File: config.mk
export PLATFORM = sky130hd
export DESIGN_NAME = hdlc_rx_deframer
export DESIGN_NICKNAME = d
export VERILOG_FILES = /design/src/rtl/hdlc_rx_pkg.sv /design/src/rtl/hdlc_rx_pattern_detect.sv /design/src/rtl/hdlc_rx_deframer.sv
export SDC_FILE = /design/constraint.sdc
export NUM_CORES = 1
export LEC_CHECK = 0
export CAP_MARGIN = 20
export CORE_UTILIZATION = 55
export CTS_BUF_LIST = sky130_fd_sc_hd__clkbuf_8
export DETAILED_ROUTE_END_ITERATION = 6
export GPL_ROUTABILITY_DRIVEN = 0
export PLACE_DENSITY = 0.86
export SETUP_SLACK_MARGIN = 0.02
export SLEW_MARGIN = 20
export SYNTH_ARGS = -nofsm -noshare
export SYNTH_HDL_FRONTEND = slang
export SYNTH_SLANG_ARGS = --single-unit
File: constraint.sdc
create_clock -name Clk -period 1.91 [get_ports Clk]
set_input_delay 0.382 -clock Clk [delete_from_list [all_inputs] [get_ports Clk]]
set_output_delay 0.382 -clock Clk [all_outputs]
set_load 0.05 [all_outputs]
File: src/rtl/hdlc_rx_pkg.sv
// Shared types and constants for the HDLC receive bit-level front end.
// No logic or latency of its own; no backpressure.
// The optional abort comparator is controlled by HDLC_RX_ABORT_DETECT_EN.
package hdlc_rx_pkg;

    typedef enum logic [1:0] {
        IDLE      = 2'd0,
        FLAG_SEEN = 2'd1,
        IN_FRAME  = 2'd2
    } rx_state_t;

    localparam logic [7:0] HDLC_FLAG  = 8'h7E;
    localparam logic [6:0] HDLC_ABORT = 7'h7F;
    localparam logic [2:0] STUFF_ONES = 3'd5;

    // Run-length of ones saturates so long runs (abort disabled) never wrap back to 5.
    function automatic logic [2:0] onesInc(input logic [2:0] cnt);
        return (cnt == 3'd7) ? cnt : cnt + 3'd1;
    endfunction

    function automatic logic [7:0] byteInc(input logic [7:0] cnt);
        return (cnt == 8'hFF) ? cnt : cnt + 8'd1;
    endfunction

endpackage

File: src/rtl/hdlc_rx_pattern_detect.sv
// Eight-bit delay line with data-eligibility mask and flag/abort compares (abort only with HDLC_RX_ABORT_DETECT_EN).
// Hits are combinational on the incoming bit; the exit bit is the one leaving the line this cycle.
// No backpressure: advances only on en, otherwise holds.
module hdlc_rx_pattern_detect
    import hdlc_rx_pkg::*;
(
    input  logic clk,
    input  logic rst,
    input  logic en,
    input  logic rxBit,
    input  logic hunting,
    output logic flagHit,
    output logic abortHit,
    output logic exitBit,
    output logic exitValid
);

    logic [7:0] sr;
    logic [7:0] vm;
    logic [7:0] srNext;

    assign srNext = {rxBit, sr[7:1]};
    assign flagHit = en && (srNext == HDLC_FLAG);

`ifdef HDLC_RX_ABORT_DETECT_EN
    assign abortHit = en && (srNext[7:1] == HDLC_ABORT);
`else
    assign abortHit = 1'b0;
`endif

    assign exitBit   = sr[0];
    assign exitValid = en && vm[0];

    // A flag wipes the mask so none of its own bits ever leave as data.
    always_ff @(posedge clk) begin
        if (rst) begin
            sr <= 8'h00;
            vm <= 8'h00;
        end else if (en) begin
            sr <= srNext;
            vm <= flagHit ? 8'h00 : {~hunting, vm[7:1]};
        end
    end

endmodule

File: src/rtl/hdlc_rx_deframer.sv
// HDLC Rx deframer: flag hunt, abort detect (HDLC_RX_ABORT_DETECT_EN), zero de-stuffing, LSB-first byte assembly.
// Strobes registered one cycle after the causing edge; a data byte appears 8 enabled cycles after its last bit.
// No backpressure: consumer must accept every strobe; RxEN=0 freezes all state.
module hdlc_rx_deframer
    import hdlc_rx_pkg::*;
#(
    parameter int MIN_BYTES = 4
) (
    input  logic       Clk,
    input  logic       Rst,
    input  logic       Rx,
    input  logic       RxEN,
    output logic [7:0] Rx_Data,
    output logic       Rx_NewByte,
    output logic       Rx_ValidFrame,
    output logic       Rx_FlagDetect,
    output logic       Rx_AbortDetect,
    output logic       Rx_EoF,
    output logic       Rx_FrameError,
    output logic       ZeroDetect
);

    localparam logic [7:0] MinBytes = 8'(MIN_BYTES);

    rx_state_t  state, stateNext;
    logic [2:0] bitCnt, bitCntNext;
    logic [7:0] byteCnt, byteCntNext;
    logic [2:0] onesCnt, onesNext;
    logic [7:0] asmReg, asmNext;
    logic [7:0] dataNext;
    logic       newByteNext, eofNext, errNext, abortNext, zeroNext;

    logic flagHit, abortHit, exitBit, exitValid;

    hdlc_rx_pattern_detect uPattern (
        .clk       (Clk),
        .rst       (Rst),
        .en        (RxEN),
        .rxBit     (Rx),
        .hunting   (state == IDLE),
        .flagHit   (flagHit),
        .abortHit  (abortHit),
        .exitBit   (exitBit),
        .exitValid (exitValid)
    );

    always_comb begin
        stateNext   = state;
        bitCntNext  = bitCnt;
        byteCntNext = byteCnt;
        onesNext    = onesCnt;
        asmNext     = asmReg;
        dataNext    = Rx_Data;
        newByteNext = 1'b0;
        eofNext     = 1'b0;
        errNext     = 1'b0;
        abortNext   = 1'b0;
        zeroNext    = 1'b0;

        // The exit bit is handled first so a byte finishing on the closing
        // flag edge is counted before the frame is judged.
        if (state != IDLE) begin
            if (exitValid) begin
                if (!exitBit && (onesCnt == STUFF_ONES)) begin
                    zeroNext = 1'b1;
                    onesNext = 3'd0;
                end else begin
                    onesNext   = exitBit ? onesInc(onesCnt) : 3'd0;
                    asmNext    = {exitBit, asmReg[7:1]};
                    bitCntNext = bitCnt + 3'd1;
                    if (state == FLAG_SEEN) begin
                        stateNext = IN_FRAME;
                    end
                    if (bitCnt == 3'd7) begin
                        newByteNext = 1'b1;
                        dataNext    = asmNext;
                        byteCntNext = byteInc(byteCnt);
                    end
                end
            end else if (RxEN) begin
                onesNext = 3'd0;
            end
        end

        if (flagHit) begin
            if (stateNext == IN_FRAME) begin
                eofNext = 1'b1;
                errNext = (bitCntNext != 3'd0) || (byteCntNext < MinBytes);
            end
            stateNext   = FLAG_SEEN;
            bitCntNext  = 3'd0;
            byteCntNext = 8'd0;
            onesNext    = 3'd0;
        end else if (abortHit && (state != IDLE)) begin
            abortNext   = 1'b1;
            stateNext   = IDLE;
            bitCntNext  = 3'd0;
            byteCntNext = 8'd0;
            onesNext    = 3'd0;
        end
    end

    always_ff @(posedge Clk) begin
        if (Rst) begin
            state          <= IDLE;
            bitCnt         <= 3'd0;
            byteCnt        <= 8'd0;
            onesCnt        <= 3'd0;
            asmReg         <= 8'h00;
            Rx_Data        <= 8'h00;
            Rx_NewByte     <= 1'b0;
            Rx_ValidFrame  <= 1'b0;
            Rx_FlagDetect  <= 1'b0;
            Rx_AbortDetect <= 1'b0;
            Rx_EoF         <= 1'b0;
            Rx_FrameError  <= 1'b0;
            ZeroDetect     <= 1'b0;
        end else begin
            if (RxEN) begin
                state         <= stateNext;
                bitCnt        <= bitCntNext;
                byteCnt       <= byteCntNext;
                onesCnt       <= onesNext;
                asmReg        <= asmNext;
                Rx_Data       <= dataNext;
                Rx_ValidFrame <= (stateNext == IN_FRAME);
            end
            Rx_NewByte     <= RxEN && newByteNext;
            Rx_FlagDetect  <= RxEN && flagHit;
            Rx_AbortDetect <= RxEN && abortNext;
            Rx_EoF         <= RxEN && eofNext;
            Rx_FrameError  <= RxEN && errNext;
            ZeroDetect     <= RxEN && zeroNext;
        end
    end

endmodule
# After elaboration in Yosys (flattened, before gate mapping)
# Cells that the tools add are included.
dict set report classes {
  add_sub_neg 3
  magnitude_cmp 1
  n_eq_ne 9
  muxes 33
  bitwise 2
  n_reduce_logical 17
}
# op n
set op_table {}
lappend op_table {{$mux 8} 7}
lappend op_table {{$mux 3} 10}
lappend op_table {{$mux 1} 11}
lappend op_table {{$mux 2} 5}
lappend op_table {{$eq 3x3->1 const B} 3}
lappend op_table {{$add 8x1->8 const B} 1}
lappend op_table {{$eq 8x7->1 const B} 1}
lappend op_table {{$eq 8x8->1 const B} 1}
lappend op_table {{$logic_and 1x1->1} 8}
lappend op_table {{$lt 8x3->1 const B} 1}
lappend op_table {{$add 3x1->3 const B} 2}
lappend op_table {{$ne 5x5->1 const B} 1}
lappend op_table {{$reduce_and 5->1} 1}
lappend op_table {{$eq 2x2->1 const B} 2}
lappend op_table {{$reduce_and 4->1} 1}
lappend op_table {{$reduce_bool 2->1} 2}
lappend op_table {{$reduce_and 3->1} 1}
lappend op_table {{$reduce_bool 3->1} 1}
lappend op_table {{$eq 2x1->1 const B} 1}
lappend op_table {{$logic_not 2->1} 1}
lappend op_table {{$not 1->1} 2}
lappend op_table {{$logic_not 1->1} 1}
lappend op_table {{$logic_or 1x1->1} 1}
dict set report word_totals {
  reg_bits 54
  elab_cells 79
}

# Longest topological paths before layout
dict set report depth {
  word_depth 11
  depth_mapped 9
  ltp_nobuf 8
}

# Cells and area by module
# Synthesis repeated with hierarchy kept, for this count alone.
dict set report hier_totals {
  cells_unflattened 280
  area_unflattened_um2 2464.9
}
# mod instances cells_each area_per_inst_um2 seq_area_each_um2
set by_module_without_submodules {}
lappend by_module_without_submodules {hdlc_rx_deframer 1 221 1796.7 760.7}
lappend by_module_without_submodules {hdlc_rx_pattern_detect 1 59 668.1 320.3}

# Worst setup path after synthesis
# Ideal clock, no wire load.
dict set report synth_path {
  kind {reg2reg}
  start {register onesCnt[1]}
  end {register Rx_FrameError}
  setup_time_ns 0.070
  arrival_ns 1.690
  path_slack_ns 0.150
  stages_incl_launch_ff 9
  n_path_buf 0
  cell_sequence {dfxtp_1 inv_1 ha_1 and3b_1 nor4_1 mux2_2 nor2_1 o2111ai_1 a21boi_1}
}
dict set report synth_between {
  elab_chain_len 10
}
# item line_no
set synth_lines {}
lappend synth_lines {{from (decl)} hdlc_rx_deframer.sv:28} ;# logic [2:0] onesCnt, onesNext;
lappend synth_lines {{from (signal assigned)} hdlc_rx_deframer.sv:123} ;# onesCnt <= onesNext;
lappend synth_lines {{$eq 3x3->1 (*)} hdlc_rx_deframer.sv:64} ;# if (!exitBit && (onesCnt == STUFF_ONES)) begin
lappend synth_lines {{$logic_and 1x1->1 (*)} hdlc_rx_deframer.sv:64}
lappend synth_lines {{$mux 8 / $mux 3 (equally long branches)} hdlc_rx_deframer.sv:64}
lappend synth_lines {{$mux 8 / $mux 3 (equally long branches)} hdlc_rx_deframer.sv:63} ;# if (exitValid) begin
lappend synth_lines {{$mux 8 / $mux 3 (equally long branches)} hdlc_rx_deframer.sv:62} ;# if (state != IDLE) begin
lappend synth_lines {{$lt 8x3->1 / $reduce_bool 3->1 (equally long branches)} hdlc_rx_deframer.sv:88} ;# errNext = (bitCntNext != 3'd0) || (byteCntNext < MinBytes);
lappend synth_lines {{$logic_or 1x1->1} hdlc_rx_deframer.sv:88}
lappend synth_lines {{$mux 1 (*)} hdlc_rx_deframer.sv:86} ;# if (stateNext == IN_FRAME) begin
lappend synth_lines {{$mux 1 (*)} hdlc_rx_deframer.sv:85} ;# if (flagHit) begin
lappend synth_lines {{$logic_and 1x1->1 (*)} hdlc_rx_deframer.sv:132} ;# Rx_FrameError <= RxEN && errNext;
lappend synth_lines {{to (signal assigned)} hdlc_rx_deframer.sv:132}
lappend synth_lines {{to (decl)} hdlc_rx_deframer.sv:19} ;# output logic Rx_FrameError,
# Mark *: on every way between the ends. The rest lies on a longest branch, timed or not.
# A chain may end at the register's enable or synchronous reset.

# Worst setup path after layout
dict set report layout_path {
  start {register bitCnt[1]}
  end {register Rx_FrameError}
}
dict set report layout_between {
  elab_chain_len 10
}
# item line_no
set layout_lines {}
lappend layout_lines {{from (decl)} hdlc_rx_deframer.sv:26} ;# logic [2:0] bitCnt, bitCntNext;
lappend layout_lines {{from (signal assigned)} hdlc_rx_deframer.sv:121} ;# bitCnt <= bitCntNext;
lappend layout_lines {{$eq 3x3->1} hdlc_rx_deframer.sv:74} ;# if (bitCnt == 3'd7) begin
lappend layout_lines {{$mux 8} hdlc_rx_deframer.sv:74}
lappend layout_lines {{$mux 8} hdlc_rx_deframer.sv:64}
lappend layout_lines {{$mux 8} hdlc_rx_deframer.sv:63}
lappend layout_lines {{$mux 8} hdlc_rx_deframer.sv:62}
lappend layout_lines {{$lt 8x3->1} hdlc_rx_deframer.sv:88}
lappend layout_lines {{$logic_or 1x1->1 (*)} hdlc_rx_deframer.sv:88}
lappend layout_lines {{$mux 1 (*)} hdlc_rx_deframer.sv:86}
lappend layout_lines {{$mux 1 (*)} hdlc_rx_deframer.sv:85}
lappend layout_lines {{$logic_and 1x1->1 (*)} hdlc_rx_deframer.sv:132}
# Marks and branches as above.

==> flow_summary.ini <==
[run_status]
violations = negative setup slack
status = complete, but fails checks

[die]
die_x_um = 65.26
row_count = 22
start_util_pct = 58.79
pin_count = 19
dieArea_um2 = 4258
core_um2 = 3744
dieHeight_um = 65.26

[worst_setup_path]
critPathLaunch = bitCnt[1]$_SDFFE_PP0P_
cp_data_required_time_ps = 2150
r2r_slack_ps = -140
cp.arrival_ps = 2290
endpoint = Rx_FrameError$_SDFF_PP0_
cp-start-kind = register
reg2reg_depth = 8
r2r-start = bitCnt[1]$_SDFFE_PP0P_
worst_setup_path_end_kind = register
rr_endpoint = Rx_FrameError$_SDFF_PP0_
crit_path_max_fanout = 3
path_class = register to register

[global_routing]
antenna_found_initial = 0
grt_pass1_wl_mm = 7.369
gr-usage-all-layers_pct = 22.67
grt_pass1_vias = 1643
grt_max_degree = 26
grt_overflow = 0

[timing]
hold_viol = 0
worst_slack_ps = -144.8
drv_slew = 0
skew_ps = 8.000
fin_tns_setup_ps = -144.8
max_freq_ghz = 0.4867
period_needed_ps = 2055
rsz0062_at_grt = yes
finalSetupViolCount = 1
fin_crit_sh_pct = 107.6

[clock_tree]
root_buffer = clkbuf_8
clockBufferDepth = 2
htreeDepth = 2
hold_buffers = 0
cts.sinks = 53
cts_made_buffers = 5
clock_latency_ps = 310
cts_tree = built
post_cts_buffers = 0
cts.reportedPaths.clkPinSlew_ps = 90

[finish]
fin_nets = 296
drive_above_1_share_pct = 18.82
diodes = 0
multi_input_area_um2 = 1137
seq_area_um2 = 1070
syn2layout_area_growth_pct = 23.37
final_area_um2 = 2715
fillers = 301

[yosys]
synth.area.top_cells = dfxtp_1 48%, a21oi_1 7.0%, nand2_1 7.0%
ys_types = 43
synth_edf_count = 0
yosysSeqAreaShare_pct = 48.21
synth_area_leader_cell = dfxtp_1
synth_ff_type = dfxtp_1
yosysWarnings = 0
synthesis.area_um2 = 2201
synthesis.nets = 262
postSynthAreaPerCell_um2 = 8.734
synth_top_cell_area_share_pct = 48.21
synth_cells = 252
ys_seq_elements = 53
synthArstFlopShare_pct = 0

[detailed_routing]
drtIter0Drc = 128
drc_errors = 0
via_count = 1828
firstDrtPassIters = 6
vias_per_cell = 5.457
wl_met2_mm = 2.364
wire_per_inst_um = 14.24
topRoutingLayerUsed = met4
dr_wl_met3_um = 178
detail-route-antenna-nets = 0
wl_met1_mm = 2.127
wl_mm = 4.770

[pwr]
ir_drop_uv = 548.8
power.leakage_nw = 0.9783
power_density_nw_per_um2 = 653.1

[placement]
dpl-instance-area_um2 = 2541
port_buffers = 17
hpwl_mm = 3.011

[run]
drv_cap = 0

[hold_path]
hp-class = input port to register
[sequential cells by signal (all words and copies together), names as in the netlist]
name           cells
Rx_FlagDetect      1
uPattern.vm        8
Rx_ValidFrame      1
Rx_Data            8
byteCnt            8
asmReg             7
ZeroDetect         1
state              2
uPattern.sr        8
bitCnt             3
Rx_NewByte         1
Rx_EoF             1
onesCnt            3
Rx_FrameError      1
[layout by cell type, fill, tap and decap left out, drive strengths merged, types with 4 or more instances in the layout]
cell           instances
ha                     6
a21oi                 32
nand3                 13
nor2                  27
xnor2                  4
clkdlybuf4s50         16
mux2i                 10
nand2                 41
nor3                   6
nand2b                12
clkbuf                 5
buf                   24
dfxtp                 53
[kinds of logic (layout without fill, tap and decap cells)]
kind of cell	after synthesis	after routing	synth area share, %
other	1	1	0.1704
multiplexers	11	11	5.060
adder cells (fa/ha/maj)	6	6	3.411
buffers and inverters	15	50	3.354
AND/OR/NAND/NOR	116	116	25.81
flip-flops	53	53	48.21
XOR/XNOR	6	6	2.388
AO/OA/AOI/OAI	44	44	11.60
[stage by stage]
step	hold WS (ps)	cells	setup WS [ps]	utilization, %	power (W)
floorplan	432.1	252	150.3	-	0.001173
global placement	442.1	327	-255.8	67.88	0.001188
detailed placement	447.2	327	-309.8	67.88	0.001189
CTS	460.2	335	31.33	70.96	0.001788
global route	474.9	335	-183.7	72.53	0.001833
finish	451.2	335	-144.8	72.53	0.001773
[synth_stat cells (all sizes together) (3+ instances only)]
| cell type | count |
|---|---|
| a21oi | 32 |
| and3 | 3 |
| buf | 8 |
| clkbuf | 6 |
| dfxtp | 53 |
| ha | 6 |
| mux2i | 10 |
| nand2 | 41 |
| nand2b | 12 |
| nand3 | 13 |
| nor2 | 27 |
| nor3 | 6 |
| xnor2 | 4 |
[layout make-up]
class                      instances  share of cell area, %
multi-input combinational        184                  41.89
clock inverter                     3                 0.6912
tap                               48                  2.212
inverter                           1                 0.1382
clock buffer                       5                  2.535
sequential                        53                  39.40
timing repair buffer              41                  13.13
[metal layers]
metal  vias up  track usage (%)
li1        928                -
met4         0            7.337
met5         -                0
met3        13            5.729
met2        43            38.14
met1       844            28.14
[critical path, stage by stage (launching register included)]
cell       delay, ps
dfxtp_4          380
ha_4             140
ha_4             140
nand4_1          130
nor4_2           410
mux2_4           370
nor2_4           100
o2111ai_2        150
a21boi_1         170
[power breakdown]
group	leakage (nW)	switching, W	internal (W)
sequential	0.430	0.00000161	0.00110
combinational	0.507	0.0000343	0.0000200
clock	0.0416	0.000359	0.000253
[how the worst min path moves through the flow]
| stage | slack (ps) | startpoint | to | cells past startpoint |
|---|---|---|---|---|
| 2_1_floorplan | 430 | asmReg[1]$_SDFFE_PP0P_ | Rx_Data[0]$_SDFFE_PP0P_ | 2 |
| 3_3_place_gp | 440 | Rx_Data[4]$_SDFFE_PP0P_ | Rx_Data[4]$_SDFFE_PP0P_ | 2 |
| 3_5_place_dp | 450 | Rx_Data[4]$_SDFFE_PP0P_ | Rx_Data[4]$_SDFFE_PP0P_ | 2 |
| 4_1_cts | 460 | asmReg[1]$_SDFFE_PP0P_ | Rx_Data[0]$_SDFFE_PP0P_ | 2 |
| 5_1_grt | 470 | RxEN | uPattern.sr[5]$_SDFFE_PP0P_ | 3 |
| 6_report | 450 | RxEN | uPattern.sr[5]$_SDFFE_PP0P_ | 3 |
[what timing repair did]
action	4_1_cts	5_1_grt
endpoints found under the setup margin	1	9
pin swaps	0	4
gates resized for setup	7	14
No activity file was read; power rests on OpenSTA's default activity.
